## src/rtl/fifo_uart_tx_if.sv

```systemverilog
// FIFO read-port and UART-pin bundle for fifo_uart_tx.
// master: the drain/transmitter side; slave: the FIFO/pin side.
interface fifo_uart_tx_if #(
  parameter int unsigned DATA_WIDTH = 4
);
  logic                  en;
  logic                  empty;
  logic [DATA_WIDTH-1:0] rdata;
  logic                  rinc;
  logic                  tx;
  logic                  busy;
  logic                  done;

  modport master (
    input  en,
    input  empty,
    input  rdata,
    output rinc,
    output tx,
    output busy,
    output done
  );

  modport slave (
    output en,
    output empty,
    output rdata,
    input  rinc,
    input  tx,
    input  busy,
    input  done
  );
endinterface

```

## src/rtl/fifo_uart_tx.sv

```systemverilog
// Drains a first-word-fall-through FIFO and serialises each word as a UART
// frame: start, data LSB first, optional even parity, one stop bit.
module fifo_uart_tx #(
  parameter int unsigned DATA_WIDTH   = 4,
  parameter int unsigned CLKS_PER_BIT = 8,
  parameter int unsigned PARITY_EN    = 1
) (
  input  logic           clk,
  input  logic           rst_n,
  fifo_uart_tx_if.master bus
);

  localparam int unsigned CNT_W = $clog2(CLKS_PER_BIT);
  localparam int unsigned IDX_W = (DATA_WIDTH > 1) ? $clog2(DATA_WIDTH) : 1;

  localparam logic [2:0] S_IDLE   = 3'd0;
  localparam logic [2:0] S_START  = 3'd1;
  localparam logic [2:0] S_DATA   = 3'd2;
  localparam logic [2:0] S_PARITY = 3'd3;
  localparam logic [2:0] S_STOP   = 3'd4;

  logic [2:0]            state, state_d;
  logic [CNT_W-1:0]      bcnt, bcnt_d;
  logic [IDX_W-1:0]      bidx, bidx_d;
  logic [DATA_WIDTH-1:0] shreg, shreg_d;
  logic                  par, par_d;
  logic                  tx_q, tx_d;
  logic                  rinc_q, rinc_d;
  logic                  busy_q, busy_d;
  logic                  done_q, done_d;
  logic                  bit_end;
  logic                  load;

  assign bit_end = (bcnt == CNT_W'(CLKS_PER_BIT - 1));
  assign load    = bus.en & ~bus.empty;

  // Next-state, counters and next output values
  always_comb begin
    state_d = state;
    bcnt_d  = bit_end ? '0 : bcnt + CNT_W'(1);
    bidx_d  = bidx;
    shreg_d = shreg;
    par_d   = par;
    tx_d    = 1'b1;
    rinc_d  = 1'b0;
    done_d  = 1'b0;

    case (state)
      S_IDLE: begin
        bcnt_d = '0;
        if (load) begin
          state_d = S_START;
          shreg_d = bus.rdata;
          par_d   = ^bus.rdata;
          rinc_d  = 1'b1;
          tx_d    = 1'b0;
          bidx_d  = '0;
        end
      end
      S_START: begin
        tx_d = 1'b0;
        if (bit_end) begin
          state_d = S_DATA;
          bidx_d  = '0;
          tx_d    = shreg[0];
        end
      end
      S_DATA: begin
        tx_d = shreg[0];
        if (bit_end) begin
          shreg_d = shreg >> 1;
          if (bidx == IDX_W'(DATA_WIDTH - 1)) begin
            bidx_d = '0;
            if (PARITY_EN != 0) begin
              state_d = S_PARITY;
              tx_d    = par;
            end else begin
              state_d = S_STOP;
              tx_d    = 1'b1;
            end
          end else begin
            bidx_d = bidx + IDX_W'(1);
            tx_d   = shreg_d[0];
          end
        end
      end
      S_PARITY: begin
        tx_d = par;
        if (bit_end) begin
          state_d = S_STOP;
          tx_d    = 1'b1;
        end
      end
      S_STOP: begin
        tx_d = 1'b1;
        if (bit_end) begin
          // Chain straight into the next start bit when more data is ready
          if (load) begin
            state_d = S_START;
            shreg_d = bus.rdata;
            par_d   = ^bus.rdata;
            rinc_d  = 1'b1;
            tx_d    = 1'b0;
            bidx_d  = '0;
          end else begin
            state_d = S_IDLE;
            done_d  = 1'b1;
          end
        end
      end
      default: begin
        state_d = S_IDLE;
        bcnt_d  = '0;
        bidx_d  = '0;
      end
    endcase

    busy_d = (state_d != S_IDLE);
  end

  // State and registered outputs
  always_ff @(posedge clk) begin
    if (!rst_n) begin
      state  <= S_IDLE;
      bcnt   <= '0;
      bidx   <= '0;
      shreg  <= '0;
      par    <= 1'b0;
      tx_q   <= 1'b1;
      rinc_q <= 1'b0;
      busy_q <= 1'b0;
      done_q <= 1'b0;
    end else begin
      state  <= state_d;
      bcnt   <= bcnt_d;
      bidx   <= bidx_d;
      shreg  <= shreg_d;
      par    <= par_d;
      tx_q   <= tx_d;
      rinc_q <= rinc_d;
      busy_q <= busy_d;
      done_q <= done_d;
    end
  end

  assign bus.tx   = tx_q;
  assign bus.rinc = rinc_q;
  assign bus.busy = busy_q;
  assign bus.done = done_q;

endmodule

```

## src/flat_wrapper.sv

```systemverilog
// flat-port wrapper written by rule: the top's interface ports become plain ports
module fifo_uart_tx_flat 
#(
  parameter int unsigned DATA_WIDTH   = 4,
  parameter int unsigned CLKS_PER_BIT = 8,
  parameter int unsigned PARITY_EN    = 1
)
  (clk, rst_n, bus_en, bus_empty, bus_rdata, bus_rinc, bus_tx, bus_busy, bus_done);
  fifo_uart_tx_if #(.DATA_WIDTH(DATA_WIDTH)) bus_i ();
  input  logic clk;
  input  logic rst_n;
  input wire logic [$bits(bus_i.en)-1:0] bus_en;
  input wire logic [$bits(bus_i.empty)-1:0] bus_empty;
  input wire logic [$bits(bus_i.rdata)-1:0] bus_rdata;
  output wire logic [$bits(bus_i.rinc)-1:0] bus_rinc;
  output wire logic [$bits(bus_i.tx)-1:0] bus_tx;
  output wire logic [$bits(bus_i.busy)-1:0] bus_busy;
  output wire logic [$bits(bus_i.done)-1:0] bus_done;
  assign bus_i.en = bus_en;
  assign bus_i.empty = bus_empty;
  assign bus_i.rdata = bus_rdata;
  assign bus_rinc = bus_i.rinc;
  assign bus_tx = bus_i.tx;
  assign bus_busy = bus_i.busy;
  assign bus_done = bus_i.done;
  fifo_uart_tx #(.DATA_WIDTH(DATA_WIDTH), .CLKS_PER_BIT(CLKS_PER_BIT), .PARITY_EN(PARITY_EN)) u_core (.clk(clk), .rst_n(rst_n), .bus(bus_i));
endmodule
```

## config.mk

```make
export PLATFORM = sky130hd
export DESIGN_NAME = fifo_uart_tx_flat
export DESIGN_NICKNAME = d
export VERILOG_FILES = /design/src/rtl/fifo_uart_tx_if.sv /design/src/rtl/fifo_uart_tx.sv /design/src/flat_wrapper.sv
export SDC_FILE = /design/constraint.sdc
export NUM_CORES = 1
export LEC_CHECK = 0
export BUFFER_PORTS_ARGS = -buffer_cell sky130_fd_sc_hd__clkbuf_2
export CAP_MARGIN = 5
export CORE_MARGIN = 5
export CORE_UTILIZATION = 37
export DETAILED_ROUTE_END_ITERATION = 10
export PLACE_DENSITY = 0.52
export SETUP_SLACK_MARGIN = 0.2
export SYNTH_ARGS = -nofsm -noshare
export SYNTH_HDL_FRONTEND = slang
export SYNTH_SLANG_ARGS = --single-unit
```

## constraint.sdc

```tcl
create_clock -name clk -period 3.52 [get_ports clk]
set_clock_uncertainty 0.2 [all_clocks]
set_input_delay 0.704 -clock clk [delete_from_list [all_inputs] [get_ports clk]]
set_output_delay 0.704 -clock clk [all_outputs]
set_load 0.03 [all_outputs]
```

==> results_dict.tcl <==
set metrics [dict create \
    synthXorXnorAreaFrac_pct 4.67 \
    stdcell_count 139 \
    post_cts_buffers 0 \
    path_clk_slew_ps 110 \
    syn_nets 111 \
    timing.hold.ws_ps 237 \
    synthSimpleGateAreaFrac_pct 28.6 \
    path_max_fanout 9 \
    grt_pass1_vias 749 \
    antenna_found_initial 0 \
    areaGrowthSynthToFinish_pct 9.21 \
    total_power_mw 0.357 \
    async_flop_share_pct 0 \
    grt_pass1_wl_um 3310 \
    cts_root_buf "clkbuf_4" \
    cts_tree "built" \
    cts_buffers 3 \
    start_kind "flop" \
    status "finished clean" \
    p_int_mw 0.264 \
    die_area_um2 3640 \
    max_cap_viol_count 0 \
    track_usage_pct 11.9 \
    synth_warnings 0 \
    port-buffer-count 11 \
    synth.most_common_cell "dfxtp_1" \
    htreeDepth 1 \
    netlist_instances 99 \
    synthTopCellsByCount "17 x dfxtp_1, 5 x a21oi_1, 5 x nand2_1, 5 x nand2b_1, 5 x xnor2_1" \
    routedWlPerCell_um 13.3 \
    finalCriticalPeriod_ps 2040 \
    tns_ps 0 \
    end_kind "flop" \
    post-route-period-util_pct 58.1 \
    seq_power_share_pct 57.8 \
    synthFlopType "dfxtp_1" \
    first_pass_iters 4 \
    dpl_cell_area_um2 997 \
    tightestPinTransition_ps 479 \
    ys_ff_latch 17 \
    via_per_inst 5.42 \
    vias 753 \
    syn_avg_cell_area_um2 9.47 \
    synthAdderAreaFrac_pct 5.34 \
    cts_buffer_depth 2 \
    synth_top_area_share_pct 36.3 \
    ctsResizeCount 0 \
    power.density_nw_per_um2 349 \
    drc 0 \
    synth_compound_area_share_pct 16.0 \
    seq_area_frac_synth_pct 36.3 \
    path_class "flop to flop" \
    synth_top_family_by_area "simple AND/OR/NAND/NOR gates" \
    synth_edf_count 0 \
    final-hold-violation-count 0 \
    layout.nets 122 \
    hold_class "flop to flop" \
    stdcell_area_um2 1020 \
    dieHeight_um 60.3 \
    grt-ovfl-total 0 \
    core_um2 2450 \
    nFillCells 262 \
    dpl.cell_count 135 \
    io_pins 12 \
    synthTopCellsByArea "dfxtp_1 36%, ha_1 5.3%, xnor2_1 4.7%" \
    ant_nets 0 \
    start_util_pct 38.2 \
    routed_wl_um 1840 \
    switching_share_pct 26.2 \
    ir_worst_vdd_v 0.000251 \
    crit_arrival_ps 2090 \
    cts_sinks 17 \
    drive_gt1_share_pct 21.1 \
    die_w_um 60.3 \
    synth_area_um2 937 \
    drt_iter0_drc 8 \
    diodes 0 \
    synth_mux_area_share_pct 4.41 \
    setup_viol 0 \
    p_switching_mw 0.0934 \
    required_ps 3560 \
    holdBufCountCts 0 \
    dpl.hpwl_um 1380 \
    slew_violations 0 \
    fmax_mhz 489 \
    synth_cell_types 39 \
    place.gp.congestion 0.782 \
    power_leakage_nw 0.406 \
    pwr-share-clk_pct 30.1 \
    yosysTopAreaCell "dfxtp_1" \
    combPwrFrac_pct 12.1 \
    grt_max_degree 15 \
    num_rows 18 \
    rsz0062_at_grt "false" \
    slew_headroom_pct 68.0 \
    clock_latency_ps 300 \
]
## power groups by stage
stage	clock, mW	combinational [mW]	sequential (mW)
after detailed placement	0	0.0436	0.211
after floorplan	0	0.0303	0.212
after CTS	0.113	0.0438	0.206
after global routing	0.123	0.0486	0.208
final	0.108	0.0433	0.206
after global placement	0	0.0434	0.211
## final timing paths
path / from / end / slack [ps] / cells after the start
worst max-delay path: u_core.bcnt[0] / u_core.shreg[3] / 1480 / 6
worst min-delay path: u_core.bcnt[0] / u_core.bcnt[0] / 240 / 1
worst max register to register: u_core.bcnt[0] / u_core.shreg[3] / 1480 / 6
worst min register to register: u_core.bcnt[0] / u_core.bcnt[0] / 240 / 1
## critical path: stages (launching register included)
cell and delay [ps]:
dfxtp_1 320, ha_1 210, ha_1 290, or4b_4 530, o211a_2 200, nand2b_4 150
a21oi_2 90
## flip-flops by register name (all words and copies together), names as in the netlist
signal / cells
u_core.shreg: 4
u_core.bcnt: 3
u_core.state: 3
u_core.bidx: 2
u_core.bus.busy: 1
u_core.bus.done: 1
u_core.bus.rinc: 1
u_core.bus.tx: 1
u_core.par: 1
## placed cells by master, fill, tap and decap left out
cell type / instances
dfxtp_1: 17
clkbuf_2: 11
nand2_1: 5
nand2b_1: 5
a21oi_1: 5
xnor2_1: 5
o21ai_0: 4
and2_1: 4
nor2_1: 4
ha_1: 4
inv_1: 3
nor3_1: 3
nand3_1: 3
and3_1: 3
mux2i_1: 3
a211oi_1: 3
clkbuf_4: 3
or4b_4: 2
o22ai_1: 2
nand4_1: 2
nor4_1: 2
nor2b_1: 1
or2_2: 1
and2b_1: 1
a2bb2oi_1: 1
nor3b_4: 1
nor4b_4: 1
o32ai_1: 1
a311o_1: 1
o211a_2: 1
a311oi_1: 1
mux2_2: 1
a31oi_1: 1
o2111ai_1: 1
nand2b_4: 1
a21oi_2: 1
clkbuf_1: 1
## cell families after synthesis
| family | after synthesis |
|---|---|
| compound gates | 22 |
| xor+xnor | 5 |
| fa+ha+maj | 4 |
| buf+inv | 8 |
| flops | 17 |
| mux | 4 |
| simple gates | 39 |
## stage by stage
stage / setup slack, ps / utilization [%]
final: 1480 / 41.7
after global routing: 1350 / 41.7
after CTS: 1470 / 41.7
after detailed placement: 1480 / 40.6
after global placement: 1490 / 40.6
after floorplan: 1540 / -
## routing by layer
layer	track usage (%)	wire length (µm)	vias up
li1	-	-	382
met1	15.8	836	352
met2	18.7	867	17
met3	3.89	118	2
met4	2.85	22	0
met5	0	0	-
## cell type report
type                    instances  area (µm²)  area share (%)
well taps                      30        37.5            3.67
flip-flops and latches         17         340            33.3
multi-input cells              74         553            54.0
clock buffers                   4        26.3            2.57
inverters                       3        11.3            1.10
repair buffers                 11        55.1            5.38
No activity file was read; power rests on OpenSTA's default activity.
